==> src/rtl/fetch_queue_unit.sv <==
// fetch_queue_unit
//   Instruction fetch unit sitting between the memory controller and the decoder.
//   It keeps at most one fetch request outstanding. Returned instructions are
//   buffered in a QUEUE_DEPTH-entry FIFO; each entry is tagged with its PC and a
//   prediction. A flush redirects fetch and discards both the queue and any
//   in-flight response.
//
//   Optional feature: define FETCH_STATIC_BP_EN to enable static branch prediction.
//   With it, backward B-type branches and JAL are predicted taken. Without it,
//   every instruction is predicted not taken with a next PC of PC+4.
//
// Ports
//   clk_in, rst_in (sync, active-low), rdy_in (global enable; low freezes all state)
//   mc_to_if_inst / mc_to_if_ready      : memory response (one-cycle pulse)
//   if_to_mc_ready / if_to_mc_PC        : fetch request
//   flush_in / flush_PC                 : redirect
//   dc_to_if_ready                      : decoder accepts the head entry
//   if_to_dc_valid/_inst/_PC/_pred_taken/_pred_PC : head entry presented to the decoder

module fetch_queue_unit #(
    parameter int unsigned         ADDR_W      = 32,
    parameter int unsigned         INST_W      = 32,
    parameter int unsigned         QUEUE_DEPTH = 4,
    parameter logic [ADDR_W-1:0]   RESET_PC    = '0
) (
    input  logic              clk_in,
    input  logic              rst_in,
    input  logic              rdy_in,
    input  logic [INST_W-1:0] mc_to_if_inst,
    input  logic              mc_to_if_ready,
    output logic              if_to_mc_ready,
    output logic [ADDR_W-1:0] if_to_mc_PC,
    input  logic              flush_in,
    input  logic [ADDR_W-1:0] flush_PC,
    input  logic              dc_to_if_ready,
    output logic              if_to_dc_valid,
    output logic [INST_W-1:0] if_to_dc_inst,
    output logic [ADDR_W-1:0] if_to_dc_PC,
    output logic              if_to_dc_pred_taken,
    output logic [ADDR_W-1:0] if_to_dc_pred_PC
);

    localparam int unsigned PTR_W = $clog2(QUEUE_DEPTH);
    localparam int unsigned CNT_W = PTR_W + 1;

    typedef enum logic [1:0] {
        S_IDLE = 2'd0,
        S_WAIT = 2'd1,
        S_DROP = 2'd2
    } state_t;

    typedef struct packed {
        logic [INST_W-1:0] inst;
        logic [ADDR_W-1:0] pc;
        logic              taken;
        logic [ADDR_W-1:0] ppc;
    } entry_t;

    state_t            state_q, state_n;
    logic [ADDR_W-1:0] fetch_pc_q, fetch_pc_n;
    logic [PTR_W-1:0]  head_q, head_n, tail_q, tail_n;
    logic [CNT_W-1:0]  count_q, count_n;
    entry_t            mem_q [QUEUE_DEPTH];

    logic              mc_req_q, mc_req_n;
    logic [ADDR_W-1:0] mc_pc_q, mc_pc_n;
    logic              dc_valid_q, dc_valid_n;
    entry_t            dc_head_q, dc_head_n;

    logic              push, pop;
    logic              pred_taken;
    logic [ADDR_W-1:0] pred_pc;
    entry_t            new_entry;

    // Static prediction for the instruction currently returning from memory
`ifdef FETCH_STATIC_BP_EN
    logic [31:0] imm_b, imm_j;

    always_comb begin
        imm_b      = {{20{mc_to_if_inst[31]}}, mc_to_if_inst[7], mc_to_if_inst[30:25],
                      mc_to_if_inst[11:8], 1'b0};
        imm_j      = {{12{mc_to_if_inst[31]}}, mc_to_if_inst[19:12], mc_to_if_inst[20],
                      mc_to_if_inst[30:21], 1'b0};
        pred_taken = 1'b0;
        pred_pc    = fetch_pc_q + ADDR_W'(4);
        if (mc_to_if_inst[6:0] == 7'b1100011 && mc_to_if_inst[31]) begin
            // sign bit set means negative offset: backward branch, predict taken
            pred_taken = 1'b1;
            pred_pc    = fetch_pc_q + ADDR_W'($signed(imm_b));
        end else if (mc_to_if_inst[6:0] == 7'b1101111) begin
            pred_taken = 1'b1;
            pred_pc    = fetch_pc_q + ADDR_W'($signed(imm_j));
        end
    end
`else
    always_comb begin
        pred_taken = 1'b0;
        pred_pc    = fetch_pc_q + ADDR_W'(4);
    end
`endif

    always_comb begin
        new_entry.inst  = mc_to_if_inst;
        new_entry.pc    = fetch_pc_q;
        new_entry.taken = pred_taken;
        new_entry.ppc   = pred_pc;
    end

    // Next-state and registered-output logic
    always_comb begin
        state_n    = state_q;
        fetch_pc_n = fetch_pc_q;
        push       = 1'b0;
        pop        = dc_valid_q & dc_to_if_ready & ~flush_in;

        unique case (state_q)
            S_IDLE: begin
                if (flush_in) begin
                    fetch_pc_n = flush_PC;
                end else if (count_q < CNT_W'(QUEUE_DEPTH)) begin
                    state_n = S_WAIT;
                end
            end
            S_WAIT: begin
                if (flush_in) begin
                    fetch_pc_n = flush_PC;
                    // a response arriving with the flush is the stale one
                    state_n    = mc_to_if_ready ? S_IDLE : S_DROP;
                end else if (mc_to_if_ready) begin
                    push       = 1'b1;
                    fetch_pc_n = pred_pc;
                    state_n    = S_IDLE;
                end
            end
            S_DROP: begin
                if (flush_in) begin
                    fetch_pc_n = flush_PC;
                end
                if (mc_to_if_ready) begin
                    state_n = S_IDLE;
                end
            end
            default: state_n = S_IDLE;
        endcase

        tail_n  = tail_q + PTR_W'(push);
        head_n  = flush_in ? tail_q : head_q + PTR_W'(pop);
        count_n = flush_in ? '0 : count_q + CNT_W'(push) - CNT_W'(pop);

        // request stays visible (with its original PC) until the response, even if dropped
        mc_req_n = (state_n != S_IDLE);
        if (state_q == S_IDLE && state_n == S_WAIT) begin
            mc_pc_n = fetch_pc_q;
        end else if (state_n == S_IDLE) begin
            mc_pc_n = fetch_pc_n;
        end else begin
            mc_pc_n = mc_pc_q;
        end

        // head register: bypass the entry being written when it becomes the head
        dc_valid_n = (count_n != '0);
        if (push && tail_q == head_n) begin
            dc_head_n = new_entry;
        end else begin
            dc_head_n = mem_q[head_n];
        end
    end

    // State register
    always_ff @(posedge clk_in) begin
        if (!rst_in) begin
            state_q    <= S_IDLE;
            fetch_pc_q <= RESET_PC;
            head_q     <= '0;
            tail_q     <= '0;
            count_q    <= '0;
            mc_req_q   <= 1'b0;
            mc_pc_q    <= RESET_PC;
            dc_valid_q <= 1'b0;
            dc_head_q  <= '0;
        end else if (rdy_in) begin
            state_q    <= state_n;
            fetch_pc_q <= fetch_pc_n;
            head_q     <= head_n;
            tail_q     <= tail_n;
            count_q    <= count_n;
            mc_req_q   <= mc_req_n;
            mc_pc_q    <= mc_pc_n;
            dc_valid_q <= dc_valid_n;
            dc_head_q  <= dc_head_n;
        end
    end

    // Queue storage; contents only matter while count covers them
    always_ff @(posedge clk_in) begin
        if (rdy_in && push) begin
            mem_q[tail_q] <= new_entry;
        end
    end

    assign if_to_mc_ready      = mc_req_q;
    assign if_to_mc_PC         = mc_pc_q;
    assign if_to_dc_valid      = dc_valid_q;
    assign if_to_dc_inst       = dc_head_q.inst;
    assign if_to_dc_PC         = dc_head_q.pc;
    assign if_to_dc_pred_taken = dc_head_q.taken;
    assign if_to_dc_pred_PC    = dc_head_q.ppc;

endmodule

==> config.mk <==
export PLATFORM = sky130hd
export DESIGN_NAME = fetch_queue_unit
export DESIGN_NICKNAME = d
export VERILOG_FILES = /design/src/rtl/fetch_queue_unit.sv
export SDC_FILE = /design/constraint.sdc
export NUM_CORES = 1
export LEC_CHECK = 0
export CAP_MARGIN = 5
export CORE_UTILIZATION = 25
export DETAILED_ROUTE_END_ITERATION = 7
export PLACE_DENSITY_LB_ADDON = 0.1
export SLEW_MARGIN = 20
export SYNTH_ARGS = -nofsm -noshare
export SYNTH_HDL_FRONTEND = slang
export SYNTH_SLANG_ARGS = --single-unit
==> constraint.sdc <==
create_clock -name clk_in -period 11.7 [get_ports clk_in]
set_input_delay 2.34 -clock clk_in [delete_from_list [all_inputs] [get_ports clk_in]]
set_output_delay 2.34 -clock clk_in [all_outputs]
set_load 0.005 [all_outputs]
==> results of run 1 <==
## worst paths after layout
kind / startpoint / cells past startpoint / to
worst max-delay path: flush_in / 7 / mem_q[1][24]
worst min-delay path: if_to_mc_PC[8] / 2 / if_to_mc_PC[8]
worst max register to register: state_q[0] / 4 / mem_q[1][24]
worst min register to register: if_to_mc_PC[8] / 2 / if_to_mc_PC[8]
## worst max-delay path: stages
cell                      delay, ns
sky130_fd_sc_hd__buf_2         0.12
sky130_fd_sc_hd__buf_4         0.26
sky130_fd_sc_hd__buf_4         0.30
sky130_fd_sc_hd__nor2b_1       0.52
sky130_fd_sc_hd__and3_1        0.72
sky130_fd_sc_hd__and3b_4       0.88
sky130_fd_sc_hd__buf_4         0.89
## routing by layer
metal | GRT usage, % | up-vias | part of all wire, %
li1 | - | 7053 | -
met1 | 22.17 | 8061 | 46
met2 | 27.51 | 381 | 49
met3 | 2.142 | 101 | 3.3
met4 | 4.651 | 0 | 2.3
met5 | 0 | - | 0
## area by class of cell
class	count	area, um2
clock buffers	96	1877
clock inverters	24	212.7
multi-input cells	1028	7647
fillers	9094	62340
well taps	1176	1471
flip-flops and latches	545	14680
inverters	20	77.57
repair buffers	233	2257
diodes	1	2.502
## cells by family (layout without fill, tap and decap cells)
group,Yosys count,after routing
flops,545,545
compound gates,491,491
simple gates,379,379
buf+inv,183,373
mux,118,118
xor+xnor,33,33
fa+ha+maj,6,6
other cells,1,2
## per-stage QoR
| stage | hold slack [ns] | total power (W) | util [%] | area, um2 |
|---|---|---|---|---|
| after floorplan | 0.4442 | 0.002351 | - | 23020 |
| after global placement | 0.4501 | 0.002541 | 28.84 | 26120 |
| after detailed placement | 0.4526 | 0.002543 | 28.85 | 26130 |
| after CTS | 0.4638 | 0.004553 | 31.16 | 28210 |
| after global routing | 0.4910 | 0.004644 | 31.16 | 28220 |
| final | 0.4646 | 0.004481 | 31.16 | 28220 |
## synthesized netlist by cell type, types with 5 or more instances
library cell and count:
sky130_fd_sc_hd__dfxtp_1 169, sky130_fd_sc_hd__buf_4 12, sky130_fd_sc_hd__buf_1 16, sky130_fd_sc_hd__nor3_1 18, sky130_fd_sc_hd__nand3_1 25, sky130_fd_sc_hd__o21ai_0 133, sky130_fd_sc_hd__a32o_1 11, sky130_fd_sc_hd__nand4_1 15
sky130_fd_sc_hd__o221a_2 7, sky130_fd_sc_hd__o41ai_1 7, sky130_fd_sc_hd__mux2i_1 19, sky130_fd_sc_hd__a31oi_1 19, sky130_fd_sc_hd__nor4_1 14, sky130_fd_sc_hd__xnor2_1 17, sky130_fd_sc_hd__nor2b_1 7, sky130_fd_sc_hd__nand2_1 167
sky130_fd_sc_hd__nand2b_1 10, sky130_fd_sc_hd__a211oi_1 18, sky130_fd_sc_hd__nor2_1 59, sky130_fd_sc_hd__a21oi_1 206, sky130_fd_sc_hd__and3_1 17, sky130_fd_sc_hd__clkbuf_1 116, sky130_fd_sc_hd__and2_1 5, sky130_fd_sc_hd__xor2_1 15
sky130_fd_sc_hd__inv_1 18, sky130_fd_sc_hd__mux2_2 6, sky130_fd_sc_hd__mux4_2 92, sky130_fd_sc_hd__edfxtp_1 376, sky130_fd_sc_hd__o31ai_1 8, sky130_fd_sc_hd__ha_1 5, sky130_fd_sc_hd__and4_1 8, sky130_fd_sc_hd__a41o_1 10
sky130_fd_sc_hd__o21a_1 9, sky130_fd_sc_hd__a311oi_1 9, sky130_fd_sc_hd__buf_2 19
## registers in the layout, indices dropped and copies added, names as in the netlist
signal / cells
count_q: 3
fetch_pc_q: 32
head_q: 2
if_to_dc_PC: 32
if_to_dc_inst: 32
if_to_dc_pred_PC: 30
if_to_dc_valid: 1
if_to_mc_PC: 32
if_to_mc_ready: 1
mem_q: 376
state_q: 2
tail_q: 2
## power groups by stage
stage	Clock, W	Sequential, W	Combinational (W)
6_report	0.00198	0.00216	0.000333
5_1_grt	0.00211	0.00217	0.000364
4_1_cts	0.00205	0.00216	0.000341
3_5_place_dp	0	0.00220	0.000338
3_3_place_gp	0	0.00220	0.000337
2_1_floorplan	0	0.00217	0.000179
==> metrics.log, run 1 <==
[metrics] xor-xnor portion of the synthesized cell area: 1.315%
[metrics] post-DP HPWL: ~46000 um
[metrics] class of the most critical hold timing path: reg2reg
[metrics] multiplexer fraction of the synthesized cell area: 10.18%
[metrics] simple logic cell fraction of the synthesized area: 8.141%
[metrics] signed area change from the synthesized netlist to the final layout: 22.57%
[metrics] most frequent standard cell in the layout excluding fill and tap cells: sky130_fd_sc_hd__edfxtp_1
[metrics] async set-reset flop share out of synthesis: 0%
[metrics] capturing element type of the critical path: flop
[metrics] Total Routed Length: a little under 80000 um
[metrics] Die Y-Extent: 305.5 um
[metrics] All-Layer GR Usage: ~16%
[metrics] flip-flop and latch count after synthesis: 545
[metrics] worst-case setup margin in the final layout: about 5.7 ns
[metrics] final global-route overflow total: 0
[metrics] portion of total power attributed to the clock network: 44.3%
[metrics] cell area after technology mapping: 23020 um2
[metrics] worst-case clock skew: around 0.023 ns
[metrics] clock-pin slew reported for the worst setup and hold paths after clock tree synthesis: 0.06 ns
[metrics] shortest period the worst path allows: 5.958 ns
[metrics] number of optimization iterations in the first detailed-route pass: 5
[metrics] buffers inserted by post-CTS timing repair: 0
[metrics] area of the placeable core: 90560 um2
[metrics] switching power share of the total: approximately a quarter
[metrics] number of hold buffers added after CTS: 0
[metrics] launching element type of the critical path: input pin
[metrics] transition time at the pin with the least slew margin: 1.270 ns
[metrics] routed vias: between 15000 and 20000
[metrics] cell row count: 110
[metrics] Horiz. Die Dim: around 300 um
[metrics] via count of the first global-routing pass: 15970
[metrics] combinational power share: 7.4%
[metrics] remaining number of nets flagged by the antenna check after routing: 0
[metrics] total of max-cap violations: 0
[metrics] total number of nets in the final design: between 1500 and 2000
[metrics] syn avg cell area: 13.11 um2
[metrics] cell taking the most area after synthesis: sky130_fd_sc_hd__edfxtp_1
[metrics] number of buffers created by CTS: 66
[metrics] top-level I/O count: 201
[metrics] non-filler cells in the finished layout: about 3100
[metrics] net switching power of the design: 0.001061 W
[metrics] Gate Count Post-Synth: 1756
[metrics] main combinational cell family by area after synthesis: compound AO/OA/AOI/OAI gates
[metrics] antenna violations before repair: 1
[metrics] syn_nets: 1832
[metrics] clk sink count: 545
[metrics] DR iter-0 viols: 1049
[metrics] fin crit share: 50.93%
[metrics] remaining design rule violation count: 0
[metrics] Clock H-tree levels: 3
[metrics] total count of hold-check failures in the final report: 0
[metrics] Initial Utilization: roughly a quarter
[metrics] summed negative setup slack over all endpoints: 0 ns
[metrics] pwr dens: 158.8 nW/um2
[metrics] Final Setup Violations: 0
[metrics] first-pass GRT wire length: 113200 um
[metrics] part of the Yosys area used for sequential elements: 63.74%
[metrics] Port Buf Inserts: 199
[metrics] pin count of the biggest net entering global routing: 90
[metrics] post-detailed-route wirelength per cell: 24.72 um
[metrics] number of max-slew violations in the final report: 0
[metrics] critical path class: in2reg
[metrics] adder-cell share of the synthesized area: 0.3587%
[metrics] routability-driven placement congestion ratio: 0.7833
[metrics] Max Buffers Root-to-Sink: 3
[metrics] Area contributors post-synth: sky130_fd_sc_hd__edfxtp_1, sky130_fd_sc_hd__dfxtp_1, sky130_fd_sc_hd__mux4_2
[metrics] area of the die: between 90000 and 100000 um2
[metrics] fraction of final layout cells with drive strength greater than 1: 13.57%
[metrics] register-to-register setup slack: 7.91 ns
[metrics] number of synthesis warnings: 0
[metrics] buffer type at the clock tree root: sky130_fd_sc_hd__clkbuf_16
[metrics] clk_lat worst skew: around 0.60 ns
[metrics] Place WS: 5.057 ns
[metrics] number of gates given a new drive strength after cts: 0
[metrics] dpl cells: between 3000 and 4000
[metrics] top_reg_cell synth: sky130_fd_sc_hd__edfxtp_1
[metrics] setup repair after global routing missed its margin: false
[metrics] crit path max fanout: a little under 60
[metrics] most used cells in the layout excluding fill and tap cells: sky130_fd_sc_hd__edfxtp_1, sky130_fd_sc_hd__a21oi_1, sky130_fd_sc_hd__clkdlybuf4s50_1
[metrics] Max transition margin: 14.53%
[metrics] EDFF count, synth: 376
[metrics] arrival time reported for the critical path endpoint: 6.16 ns
[metrics] post-synthesis compound-gate area fraction: approximately an eighth
[metrics] critical path data required time: 11.90 ns
[metrics] Int Power: 0.003420 W
[metrics] maximum ir drop on the vdd rail: 0.1046 mV
[metrics] leak pwr: 9.500 nW
[metrics] CTS tree: built
[metrics] sequential fraction of design power: between 40 and 50%
[metrics] timing-limited maximum frequency: around 170 MHz
[metrics] outcome: complete, no violations
[metrics] count of different cell masters after synthesis: just over 80
[metrics] per-cell via count in the routed design: 4.994
[metrics] area share of the largest cell type after synthesis: around half
Note: power is estimated with default switching activity, not from simulation.
==> run 2, diff against run 1 <==
clock period = 4.97 ns   (was 11.7 ns; I/O delays follow)
==> run 2 against run 1 <==
Effect of this change: sequential share of layout area down 0.72 points; routed wire length is 0.49% higher; utilization grew 0.44 points; non-clock buffer count rose by 28; total power increased by 140%; setup slack worse by 4.5 ns; final cell count grew 0.93%; global-route usage barely moved; critical endpoint is now if_to_dc_pred_PC[28].
==> metrics.log, run 2 (synthesis gave the netlist of run 1 again) <==
[metrics] arrival time reported for the critical path endpoint: 4.21 ns
[metrics] Port Buf Inserts: 199
[metrics] antenna violations before repair: 0
[metrics] remaining design rule violation count: 0
[metrics] setup repair after global routing missed its margin: false
[metrics] Die Y-Extent: 305.5 um
[metrics] summed negative setup slack over all endpoints: 0 ns
[metrics] capturing element type of the critical path: flop
[metrics] flip-flop count of the largest register, all copies and words added: approximately 380
[metrics] non-filler cells in the finished layout: roughly 3200
[metrics] pin count of the biggest net entering global routing: 74
[metrics] most frequent standard cell in the layout excluding fill and tap cells: sky130_fd_sc_hd__edfxtp_1
[metrics] clk_lat worst skew: 0.61 ns
[metrics] sequential fraction of design power: 48.1%
[metrics] post-detailed-route wirelength per cell: 24.62 um
[metrics] number of optimization iterations in the first detailed-route pass: 5
[metrics] leak pwr: ~9.7 nW
[metrics] combinational power share: 7.5%
[metrics] number of hold buffers added after CTS: 0
[metrics] Initial Utilization: 25.42%
[metrics] DR iter-0 viols: between 900 and 1000
[metrics] shortest period the worst path allows: 3.684 ns
[metrics] timing-limited maximum frequency: 271.5 MHz
[metrics] crit path max fanout: 15
[metrics] buffer type at the clock tree root: sky130_fd_sc_hd__clkbuf_16
[metrics] Final Setup Violations: 0
[metrics] number of diodes added for antenna fixing: 0
[metrics] signed area change from the synthesized netlist to the final layout: 24.30%
[metrics] clk sink count: 545
[metrics] area of the placeable core: 90560 um2
[metrics] critical path data required time: 5.50 ns
[metrics] net switching power of the design: 0.002531 W
[metrics] most used cells in the layout excluding fill and tap cells: sky130_fd_sc_hd__edfxtp_1, sky130_fd_sc_hd__a21oi_1, sky130_fd_sc_hd__clkdlybuf4s50_1
[metrics] area of the die: between 90000 and 100000 um2
[metrics] CTS tree: built
[metrics] remaining number of nets flagged by the antenna check after routing: 0
[metrics] transition time at the pin with the least slew margin: 1.057 ns
[metrics] All-Layer GR Usage: 16.47%
[metrics] Horiz. Die Dim: 305.5 um
[metrics] number of buffers created by CTS: 67
[metrics] number of max-slew violations in the final report: 0
[metrics] total count of hold-check failures in the final report: 0
[metrics] fraction of final layout cells with drive strength greater than 1: roughly 15%
[metrics] outcome: complete, no violations
[metrics] portion of total power attributed to the clock network: 44.4%
[metrics] final standard cell utilization of the core: a little under a third
[metrics] Total Routed Length: 77590 um
[metrics] critical path class: reg2reg
[metrics] via count of the first global-routing pass: 16160
[metrics] first-pass GRT wire length: about 110000 um
[metrics] launching element type of the critical path: flop
[metrics] Place WS: 1.031 ns
[metrics] post-DP HPWL: ~48000 um
[metrics] routed vias: 15790
[metrics] final global-route overflow total: 0
[metrics] Clock H-tree levels: 3
[metrics] maximum ir drop on the vdd rail: between 0.2 and 0.25 mV
[metrics] Int Power: 0.008065 W
[metrics] clock-pin slew reported for the worst setup and hold paths after clock tree synthesis: ~0.060 ns
[metrics] pwr dens: between 300 and 400 nW/um2
[metrics] Max transition margin: 29.54%
[metrics] class of the most critical hold timing path: reg2reg
[metrics] worst-case setup margin in the final layout: 1.286 ns
[metrics] per-cell via count in the routed design: 5.010
[metrics] buffers inserted by post-CTS timing repair: 0
[metrics] number of gates given a new drive strength after cts: 0
[metrics] total number of nets in the final design: 1999
[metrics] dpl cells: 3030
[metrics] routability-driven placement congestion ratio: 0.7958
[metrics] Max Buffers Root-to-Sink: 3
[metrics] total of max-cap violations: 0
[metrics] worst-case clock skew: 0.03241 ns
[metrics] switching power share of the total: 23.89%
[metrics] top-level I/O count: 201
[metrics] cell row count: 110
[metrics] Biggest register: mem_q
[metrics] fin crit share: 74.12%
-- run 2: changes by cell type in the layout (fill, tap and decap cells not counted), sizes merged --
cell	previous run	this run
buf	37	65
bufinv	2	3
clkbuf	96	89
clkinv	18	26
clkinvlp	3	2
diode	1	0
inv	21	22
-- run 2: final timing paths --
check | start | to | slack (ns) | cells past startpoint
setup / recovery | fetch_pc_q[3] | if_to_dc_pred_PC[28] | 1.29 | 6
hold / removal | if_to_mc_PC[11] | if_to_mc_PC[11] | 0.46 | 2
setup reg to reg | fetch_pc_q[3] | if_to_dc_pred_PC[28] | 1.29 | 6
hold reg to reg | if_to_mc_PC[11] | if_to_mc_PC[11] | 0.46 | 2
-- run 2: worst max-delay path, stage by stage (launching register included) --
cell and delay [ns]:
sky130_fd_sc_hd__dfxtp_1 0.72, sky130_fd_sc_hd__ha_1 0.74, sky130_fd_sc_hd__nand4_1 0.69, sky130_fd_sc_hd__nor2_1 0.53
sky130_fd_sc_hd__nand3_1 0.21, sky130_fd_sc_hd__xnor2_1 0.48, sky130_fd_sc_hd__a41o_1 0.24
-- run 2: layout make-up --
class,instances,area (um2)
clock buffer,89,1822
clock inverter,33,269.0
fill,9078,61940
inverter,20,77.57
multi-input combinational,1028,7652
sequential,545,14670
tap,1176,1471
timing repair buffer,261,2651
-- run 2: stage by stage --
stage	instance area (um2)	hold slack, ns	total power [W]
after global placement	26520	0.4553	0.005987
after CTS	28620	0.4617	0.01076
after detailed placement	26530	0.4545	0.005995
final	28620	0.4628	0.01060
after floorplan	23040	0.4442	0.005532
after global routing	28620	0.4860	0.01101
-- run 2: routing by layer --
metal  global-route usage [%]  wire length, um  vias to the layer above
met5                        0                0                        -
li1                         -                -                     7113
met1                    22.71            35630                     8178
met2                    26.66            36710                      416
met4                    4.546             1455                        0
met3                    2.669             3787                       85
-- run 2: power groups by stage --
stage	registers (W)	clock network (W)	logic, W
after floorplan	0.00511	0	0.000421
after global placement	0.00519	0	0.000800
after detailed placement	0.00519	0	0.000806
after CTS	0.00509	0.00486	0.000810
after global routing	0.00511	0.00504	0.000867
final	0.00509	0.00471	0.000797
